--- src/rtl/vend_pkg.sv ---
// Shared types and coin constants for the vending controller.
package vend_pkg;

  typedef enum logic [1:0] {
    IDLE,
    ACCUM,
    VEND,
    CHANGE
  } state_t;

  localparam logic [1:0] HALF_VAL = 2'd1;
  localparam logic [1:0] ONE_VAL  = 2'd2;

  function automatic logic [1:0] coin_value(
    input logic half_i,
    input logic one_i
  );
    return (half_i ? HALF_VAL : 2'd0)
         + (one_i  ? ONE_VAL  : 2'd0);
  endfunction

endpackage

--- src/rtl/vend_change_out.sv ---
// Change/refund down-counter: emits one half_out pulse per
// half-dollar owed, on consecutive cycles after a load.
module vend_change_out #(
  parameter int CREDIT_W = 4
) (
  input  logic                clk_i,
  input  logic                rst_i,
  input  logic                load_i,
  input  logic [CREDIT_W-1:0] load_val_i,
  output logic                half_out_o
);

  typedef logic [CREDIT_W-1:0] cnt_t;

  localparam cnt_t ONE_C = cnt_t'(1);

  cnt_t cnt_q;
  cnt_t cnt_d;
  logic half_q;
  logic half_d;

  always_comb begin
    cnt_d = cnt_q;
    if (load_i) begin
      cnt_d = load_val_i;
    end else if (cnt_q != '0) begin
      cnt_d = cnt_q - ONE_C;
    end
    // pulse is high for every cycle a coin is still owed
    half_d = (cnt_d != '0);
  end

  always_ff @(posedge clk_i or posedge rst_i) begin
    if (rst_i) begin
      cnt_q  <= '0;
      half_q <= 1'b0;
    end else begin
      cnt_q  <= cnt_d;
      half_q <= half_d;
    end
  end

  assign half_out_o = half_q;

endmodule

--- src/rtl/vend_ctrl.sv ---
// Vending controller: coin credit, selection, vend and change.
// Optional refund-on-cancel is enabled with `define VEND_CANCEL_EN.
module vend_ctrl
  import vend_pkg::*;
#(
  parameter  int PRICE      = 5,
  parameter  int N_PROD     = 4,
  parameter  int MAX_CREDIT = 15,
  localparam int CREDIT_W   = $clog2(MAX_CREDIT + 1),
  localparam int ID_W       = (N_PROD > 1) ? $clog2(N_PROD) : 1
) (
  input  logic                clk,
  input  logic                reset,
  input  logic                half_dollar,
  input  logic                one_dollar,
  input  logic                sel_valid,
  input  logic [ID_W-1:0]     sel_id,
  input  logic                cancel,
  output logic                sel_ready,
  output logic                dispense,
  output logic [ID_W-1:0]     dispense_id,
  output logic                collect,
  output logic                half_out,
  output logic                coin_reject,
  output logic [CREDIT_W-1:0] credit,
  output logic                busy
);

  typedef logic [CREDIT_W-1:0] credit_t;
  typedef logic [CREDIT_W:0]   sum_t;

  localparam credit_t PRICE_C = credit_t'(PRICE);
  localparam credit_t ONE_C   = credit_t'(1);
  localparam sum_t    MAX_S   = sum_t'(MAX_CREDIT);

  state_t          state_q;
  state_t          state_d;
  credit_t         credit_q;
  credit_t         credit_d;
  logic [ID_W-1:0] id_q;
  logic [ID_W-1:0] id_d;
  logic            ready_q;
  logic            ready_d;
  logic            disp_q;
  logic            disp_d;
  logic            coll_q;
  logic            coll_d;
  logic            rej_q;
  logic            rej_d;
  logic            busy_q;
  logic            busy_d;

  logic [1:0] coin_v;
  logic       coin_ev;
  sum_t       sum;
  logic       coin_ok;
  logic       sel_hit;
  logic       cancel_hit;
  logic       load;
  credit_t    load_val;

  assign coin_v  = coin_value(half_dollar, one_dollar);
  assign coin_ev = half_dollar | one_dollar;
  assign sum     = sum_t'(credit_q) + sum_t'(coin_v);
  assign coin_ok = coin_ev && (sum <= MAX_S);
  assign sel_hit = sel_valid && ready_q;

`ifdef VEND_CANCEL_EN
  assign cancel_hit = (state_q == ACCUM) && cancel;
`else
  logic unused_cancel;
  assign unused_cancel = cancel;
  assign cancel_hit    = 1'b0;
`endif

  always_comb begin
    state_d  = state_q;
    credit_d = credit_q;
    id_d     = id_q;
    disp_d   = 1'b0;
    coll_d   = 1'b0;
    rej_d    = 1'b0;
    load     = 1'b0;
    load_val = '0;
    unique case (state_q)
      IDLE, ACCUM: begin
        rej_d = coin_ev && !coin_ok;
        if (coin_ok) begin
          credit_d = sum[CREDIT_W-1:0];
        end
        // cancel wins over a same-edge selection
        if (cancel_hit) begin
          state_d  = CHANGE;
          load     = 1'b1;
          load_val = credit_d;
        end else if (sel_hit) begin
          state_d = VEND;
          id_d    = sel_id;
          disp_d  = 1'b1;
          coll_d  = 1'b1;
        end else begin
          state_d = (credit_d != '0) ? ACCUM : IDLE;
        end
      end
      VEND: begin
        rej_d    = coin_ev;
        credit_d = credit_q - PRICE_C;
        if (credit_d != '0) begin
          state_d  = CHANGE;
          load     = 1'b1;
          load_val = credit_d;
        end else begin
          state_d = IDLE;
        end
      end
      CHANGE: begin
        rej_d    = coin_ev;
        credit_d = credit_q - ONE_C;
        state_d  = (credit_d == '0) ? IDLE : CHANGE;
      end
      default: begin
        state_d  = IDLE;
        credit_d = '0;
      end
    endcase
    ready_d = (state_d == ACCUM) && (credit_d >= PRICE_C);
    busy_d  = (state_d == VEND) || (state_d == CHANGE);
  end

  always_ff @(posedge clk or posedge reset) begin
    if (reset) begin
      state_q  <= IDLE;
      credit_q <= '0;
      id_q     <= '0;
      ready_q  <= 1'b0;
      disp_q   <= 1'b0;
      coll_q   <= 1'b0;
      rej_q    <= 1'b0;
      busy_q   <= 1'b0;
    end else begin
      state_q  <= state_d;
      credit_q <= credit_d;
      id_q     <= id_d;
      ready_q  <= ready_d;
      disp_q   <= disp_d;
      coll_q   <= coll_d;
      rej_q    <= rej_d;
      busy_q   <= busy_d;
    end
  end

  vend_change_out #(
    .CREDIT_W (CREDIT_W)
  ) u_change (
    .clk_i      (clk),
    .rst_i      (reset),
    .load_i     (load),
    .load_val_i (load_val),
    .half_out_o (half_out)
  );

  assign credit      = credit_q;
  assign sel_ready   = ready_q;
  assign dispense    = disp_q;
  assign dispense_id = id_q;
  assign collect     = coll_q;
  assign coin_reject = rej_q;
  assign busy        = busy_q;

endmodule

--- config.mk ---
export PLATFORM = sky130hd
export DESIGN_NAME = vend_ctrl
export DESIGN_NICKNAME = d
export VERILOG_FILES = /design/src/rtl/vend_pkg.sv /design/src/rtl/vend_change_out.sv /design/src/rtl/vend_ctrl.sv
export SDC_FILE = /design/constraint.sdc
export NUM_CORES = 1
export LEC_CHECK = 0
export CAP_MARGIN = 30
export CORE_ASPECT_RATIO = 0.9
export CORE_MARGIN = 10
export CORE_UTILIZATION = 46
export DETAILED_ROUTE_END_ITERATION = 10
export GPL_TIMING_DRIVEN = 0
export PLACE_DENSITY_LB_ADDON = 0.3
export SLEW_MARGIN = 20
export SYNTH_ARGS = -nofsm -noshare
export SYNTH_HDL_FRONTEND = slang
export SYNTH_SLANG_ARGS = --single-unit
export TNS_END_PERCENT = 20
--- constraint.sdc ---
create_clock -name clk -period 2.38 [get_ports clk]
set_clock_uncertainty 0.1 [all_clocks]
set_input_delay 0.357 -clock clk [delete_from_list [all_inputs] [get_ports clk]]
set_output_delay 0.357 -clock clk [all_outputs]
set_load 0.005 [all_outputs]
---- After elaboration in Yosys (flattened, before gate mapping) ----
Cells that the tools add are included.
word-level totals
  bits of input ports ..................... 8
  word-level logic and storage cells ...... 57
  bits in registers ....................... 17
  output and inout port bits .............. 12
operators by class
  bitwise operators ....................... 1
  eq/ne operators ......................... 6
  add/sub/neg operators ................... 5
  magnitude comparators ................... 2
  reductions and logical operators ........ 15
  multiplexer cells ....................... 19
operators with widths
  operator                                                                             count
  4-bit 2-to-1 mux                                                                     6
  4-bit nonzero test                                                                   4
  4-bit case mux with 3 select lines                                                   1
  2-bit equality test, second input constant                                           4
  2-bit 2-to-1 mux                                                                     4
  4-bit by 1-bit subtractor with 4-bit output, second input constant                   2
  1-bit 2-to-1 mux                                                                     6
  2-bit case mux with 3 select lines                                                   1
  4-bit by 2-bit adder with 5-bit output                                               1
  5-bit by 4-bit less-or-equal comparator with 1-bit output, second input constant     1
  2-bit by 1-bit equality test with 1-bit output, second input constant                2
  4-bit by 3-bit greater-or-equal comparator with 1-bit output, second input constant  1
  1-bit logical AND                                                                    4
  4-bit zero test                                                                      1
  2-bit OR reduction                                                                   2
  4-bit by 3-bit subtractor with 4-bit output, second input constant                   1
  1-bit by 2-bit adder with 2-bit output                                               1
  2-bit zero test                                                                      1
  1-bit case mux with 2 select lines                                                   1
  2-bit AND reduction                                                                  1
  1-bit zero test                                                                      1
  1-bit logical OR                                                                     1
  1-bit OR                                                                             1

---- Logic depth before layout (Yosys ltp) ----
  word-level depth ........................ 13
  gate-level depth with buffers ........... 8
  depth with buffers taken out ............ 8

---- Cells and area by module ----
From an unflattened synthesis, not the netlist that was laid out.
unflattened totals
  cell total of the unflattened synthesis .. 111
  area, all modules ....................... 1106.1 um2
by module, submodules not included
  module           cells each  sequential area each (um2)  times used  area an instance (um2)
  vend_ctrl        86          275.3                       1           837.1
  vend_change_out  25          125.1                       1           269.0

---- Worst setup path after synthesis ----
OpenSTA, ideal clock, no wires.
  path type ............................... register to register
  start ................................... register credit_q[0], in the netlist credit[0]
  end ..................................... register ready_q, in the netlist sel_ready
  path buffers ............................ 0
  arrival time ............................ 2046 ps
  setup slack ............................. 115 ps
  data required time ...................... 2161 ps
  clock period less this slack ............ 2265 ps
  cell stages (with the launch flop) ...... 9
  setup time .............................. 119 ps
  cell sequence ........................... dfrtp_1 -> ha_1 -> inv_1 -> fa_1 -> and3b_4 -> nor3_1 -> o31a_1 -> o21a_1 -> o21ba_1
on the way
  elaborated cells on any way between the ends .. 19
  those cells by class .................... 3 x add/sub; 2 x order compare; 1 x eq/ne; 8 x mux; 5 x reduce/logical
RTL lines
  element                                                           line              RTL
  start: declaration                                                vend_ctrl.sv:38   credit_t credit_q;
  start signal: assignment                                          vend_ctrl.sv:142  credit_q <= credit_d;
  4-bit by 2-bit adder with 5-bit output                            vend_ctrl.sv:64   assign sum = sum_t'(credit_q) + sum_t'(coin_v);
  5-bit by 4-bit less-or-equal comparator with 1-bit output         vend_ctrl.sv:65   assign coin_ok = coin_ev && (sum <= MAX_S);
  1-bit logical AND                                                 vend_ctrl.sv:65
  4-bit 2-to-1 mux                                                  vend_ctrl.sv:88   if (coin_ok) begin
  4-bit 2-to-1 mux                                                  vend_ctrl.sv:85   unique case (state_q)
  4-bit case mux with 3 select lines (*)                            vend_ctrl.sv:85
  named net credit_d[1]                                             vend_ctrl.sv:39   credit_t credit_d;
  4-bit by 3-bit greater-or-equal comparator with 1-bit output (*)  vend_ctrl.sv:126  ready_d = (state_d == ACCUM) && (credit_d >= PRICE_C);
  1-bit logical AND (*)                                             vend_ctrl.sv:126
  named net ready_d                                                 vend_ctrl.sv:43   logic ready_d;
  end signal: assignment                                            vend_ctrl.sv:144  ready_q <= ready_d;
  end: declaration                                                  vend_ctrl.sv:42   logic ready_q;
The timed path passes the listed nets; every way through them passes the cells marked *. The select of a mux whose other input is x is not followed.
A chain may end at the register's enable or synchronous reset.

---- Final worst setup path ----
  start ................................... input port one_dollar
  end ..................................... register ready_q, in the netlist sel_ready
on the way
  elaborated cells on any way between the ends .. 16
  those cells by class .................... 2 x add/sub; 2 x order compare; 1 x eq/ne; 7 x mux; 1 x bitwise; 3 x reduce/logical
RTL lines
  element                                                           line              RTL
  start: declaration                                                vend_ctrl.sv:15   input logic one_dollar,
  2-bit 2-to-1 mux                                                  vend_pkg.sv:19    + (one_i ? ONE_VAL : 2'd0);
  1-bit by 2-bit adder with 2-bit output                            vend_pkg.sv:19
  4-bit by 2-bit adder with 5-bit output                            vend_ctrl.sv:64
  5-bit by 4-bit less-or-equal comparator with 1-bit output         vend_ctrl.sv:65
  1-bit logical AND                                                 vend_ctrl.sv:65
  4-bit 2-to-1 mux (*)                                              vend_ctrl.sv:88
  4-bit 2-to-1 mux (*)                                              vend_ctrl.sv:85
  4-bit case mux with 3 select lines (*)                            vend_ctrl.sv:85
  named net credit_d[1]                                             vend_ctrl.sv:39
  4-bit by 3-bit greater-or-equal comparator with 1-bit output (*)  vend_ctrl.sv:126
  1-bit logical AND (*)                                             vend_ctrl.sv:126
  named net ready_d                                                 vend_ctrl.sv:43
Marks and branches as above.

==> impl_results.md <==
- Root Buffer: clkbuf_4
- Synth warn: 0
- Initial Util: approximately half
- #FFs+latches synth: 16
- Period Utilization, post-route: 98.2%
- Die Wd: 71.2 um
- DR top layer: met4
- Syn_nets: 129
- Final Critical Period: 2340 ps
- Post-synth cell types: 39
- Measured slew at the worst slew-check pin: just under 600 ps
- Fmax: 0.428 GHz
- Port Buf Inserts: 18
- RR Startpoint: credit[1]$_DFF_PP0_
- Die Height: approximately 66 um
- CTS tree: built
- PwrDens: 1470 nW/um^2
- XOR/XNOR share of the synthesized area: 6.44%
- Top delay family on crit path: compound AO/OA/AOI/OAI gates
- CP max FO: 5
- Wirelength per Cell: between 10 and 15 um
- Final Setup Violations: 0
- Htree depth: 1
- Crit path cell chain: clkdlybuf4s50_1, inv_1, fa_2, and3b_4, nor3_1, o31a_1, o21a_1, o21ba_1
- Crit path from: one_dollar
- Complex-gate fraction of the synthesized area: 20.4%
- Final slew viol count: 0
- RSZ-0062 raised after global routing: yes
- Ports: 20
- Via count: 912
- Final hold vios: 0
- Layout cell share with drive strength beyond 1: 17.0%
- Post-synthesis cell area: between 1000 and 1500 um^2
- Metal2 WL: 1.11 mm
- CP peak stage delay: about 550 ps
- Post-route ant nets: 0
- CP arrival: 2430 ps
- Post-synth EDFFs: 0
- Clock transition at path regs: 90 ps
- Initial DRC count: 33
- Post-synthesis sequential area ratio: 36.8%
- Reg-to-reg setup timing slack: 50 ps
- Synth Area in Simple Gates: 17.8%
- Headroom to the max-slew limit: 60.9%
- Worst setup path category: in2reg
- GR Util All Layers: 9.69%
- CTS Buffer Depth: 2
- Worst reg2reg path endpoint: sel_ready$_DFF_PP0_
- CP required: 2470 ps
- Clk Latency, worst-skew pair: 290 ps
- Vias/cell: 5.43
- Ys flop type: dfrtp_1
- CP Capture Point: sel_ready$_DFF_PP0_
- Post-CTS Hold Fix Bufs: 0
- Total of max-cap violations: 0
- Status: finished clean
- # diodes: 0
- Async set-or-reset flop fraction in the synthesized netlist: 100%
- First-pass GRT wire length: about 3.8 mm
- Leak Pwr: 0.612 nW
- CP bufs+invs: 2
- Grt total ovfl: 0
- Setup TNS: 0 ps
- Placer Congestion: ~0.8
- Hold Path Class: in2async
- Layout Nets: ~160
- Clock Sinks: 16
- DRT Pass-1 Iters: 4
- Worst path slowest cell: clkdlybuf4s50_1
- Largest net degree at the start of global routing: 17
- Antenna violations before repair: 0
- Cell Rows: 16
- Met3 wire len: 193 um
- Met1 WL: 1.03 mm
- Worst path depth: 8
- Vias in the first global route: approximately 860
- Mapped Cells: 115
- Total chip power: 0.00206 W
- Largest family of logic cells by synthesized area: compound AO/OA/AOI/OAI gates
- Setup crit start kind: primary input
- Layout area overhead: 29.3%
- Worst-case reg-to-reg path depth: 7
- DRT Wirelength: between 2 and 2.5 mm
- Mux contribution to synthesized area: 2.99%
- VDD IR max: ~0.00089 V
- Synth Area per Inst: around 9.5 um^2
- Num CTS Buffers: 3
- Worst setup EP type: flip-flop
- Full die area: 4710 um^2
- Core Region: 2220 um^2
- Hpwl dp: between 1.5 and 2 mm
- Synth Area in Adders: 7.59%
- DRC: 0
synthesized netlist by cell type (2+ instances only):
library cell | n | share of area, %
a21oi_1 | 6 | 2.8
a22oi_1 | 2 | 1.4
buf_4 | 3 | 2.1
clkbuf_1 | 2 | 0.69
dfrtp_1 | 16 | 37
ha_1 | 5 | 5.8
inv_1 | 12 | 4.1
mux2_2 | 2 | 2.1
nand2_1 | 8 | 2.8
nand2b_1 | 2 | 1.2
nand3_1 | 2 | 0.92
nand3b_1 | 4 | 2.8
nor2_1 | 10 | 3.5
nor3_1 | 2 | 0.92
nor3b_1 | 2 | 1.4
o21ai_0 | 5 | 2.3
o22ai_1 | 2 | 1.2
o31ai_1 | 2 | 1.4
or3_1 | 2 | 1.2
xnor2_1 | 5 | 4.0
xor2_1 | 3 | 2.4
worst min-delay path by stage:
| stage | slack (ps) | cells past startpoint | end |
|---|---|---|---|
| floorplan | 170 | 1 | busy$_DFF_PP0_ |
| global placement | 390 | 1 | dispense_id[1]$_DFFE_PP0P_ |
| detailed placement | 400 | 1 | dispense_id[1]$_DFFE_PP0P_ |
| CTS | 340 | 2 | dispense_id[1]$_DFFE_PP0P_ |
| global route | 350 | 2 | dispense_id[0]$_DFFE_PP0P_ |
| finish | 320 | 2 | dispense_id[1]$_DFFE_PP0P_ |
kinds of logic after synthesis:
group / Yosys count
simple gates: 36
compound gates: 28
buf+inv: 18
flops: 16
xor+xnor: 8
fa+ha+maj: 6
mux: 3
flip-flops by register name, indices dropped and copies added, names as in the netlist:
name                 flops
busy                     1
coin_reject              1
collect                  1
credit                   4
dispense_id              2
sel_ready                1
state_q                  1
u_change.cnt_q           4
u_change.half_out_o      1
stage by stage:
stage	utilization (%)	hold slack (ps)	instance area, um^2	setup slack, ps	instances
floorplan	-	171	1090	115	115
global placement	58.6	390	1300	-337	160
detailed placement	58.6	397	1300	-366	160
CTS	60.4	337	1340	8.91	164
global route	63.3	346	1410	-32.6	168
finish	63.3	318	1410	42.7	168
area by class of cell:
| class | count | area, um^2 |
|---|---|---|
| sequential | 16 | 402 |
| fill | 179 | 816 |
| clock buffer | 4 | 36.3 |
| timing repair buffer | 22 | 225 |
| buffer | 6 | 41.3 |
| inverter | 12 | 45.0 |
| multi-input combinational | 81 | 623 |
| tap | 27 | 33.8 |
layout by cell type, fill, tap and decap left out, drive strengths merged, types with 2 or more instances in the layout:
| master | synthesis | layout |
|---|---|---|
| nor2 | 11 | 11 |
| a22oi | 2 | 2 |
| nand3 | 2 | 2 |
| clkbuf | 2 | 6 |
| o22ai | 2 | 2 |
| clkdlybuf4s50 | 0 | 17 |
| ha | 5 | 5 |
| o31ai | 2 | 2 |
| or3 | 2 | 2 |
| xor2 | 3 | 3 |
| buf | 4 | 8 |
| o21ai | 5 | 5 |
| a21oi | 6 | 6 |
| dfrtp | 16 | 16 |
| nor3b | 2 | 2 |
| xnor2 | 5 | 5 |
| nor3 | 2 | 2 |
| mux2 | 2 | 2 |
| nand2b | 2 | 2 |
| inv | 12 | 12 |
| nand3b | 4 | 4 |
| nand2 | 8 | 8 |
layer usage:
layer,GRT usage (%),vias to the layer above
met2,15.3,28
met4,3.62,0
met3,3.75,6
li1,-,451
met5,0,-
met1,11.6,427
power by group:
group	total, W	switching, W	internal (W)
Clock	0.000182	0.0000888	0.0000932
Combinational	0.00135	0.000655	0.000694
Sequential	0.000532	0.000125	0.000407
Total	0.00206	0.000869	0.00119
what timing repair did:
action                                  4_1_cts  5_1_grt
buffers inserted                              0        4
gates resized for setup                       2        6
endpoints found under the setup margin        1        3
pin swaps                                     0        5
cloned                                        0        0
worst register-to-register path, stage by stage, from the launching register on:
cell	delay (ps)
dfrtp_1	480
inv_1	160
fa_2	420
and3b_4	330
nor3_1	50
o31a_1	330
o21a_1	200
o21ba_1	160
(Power assumes the default switching activity.)
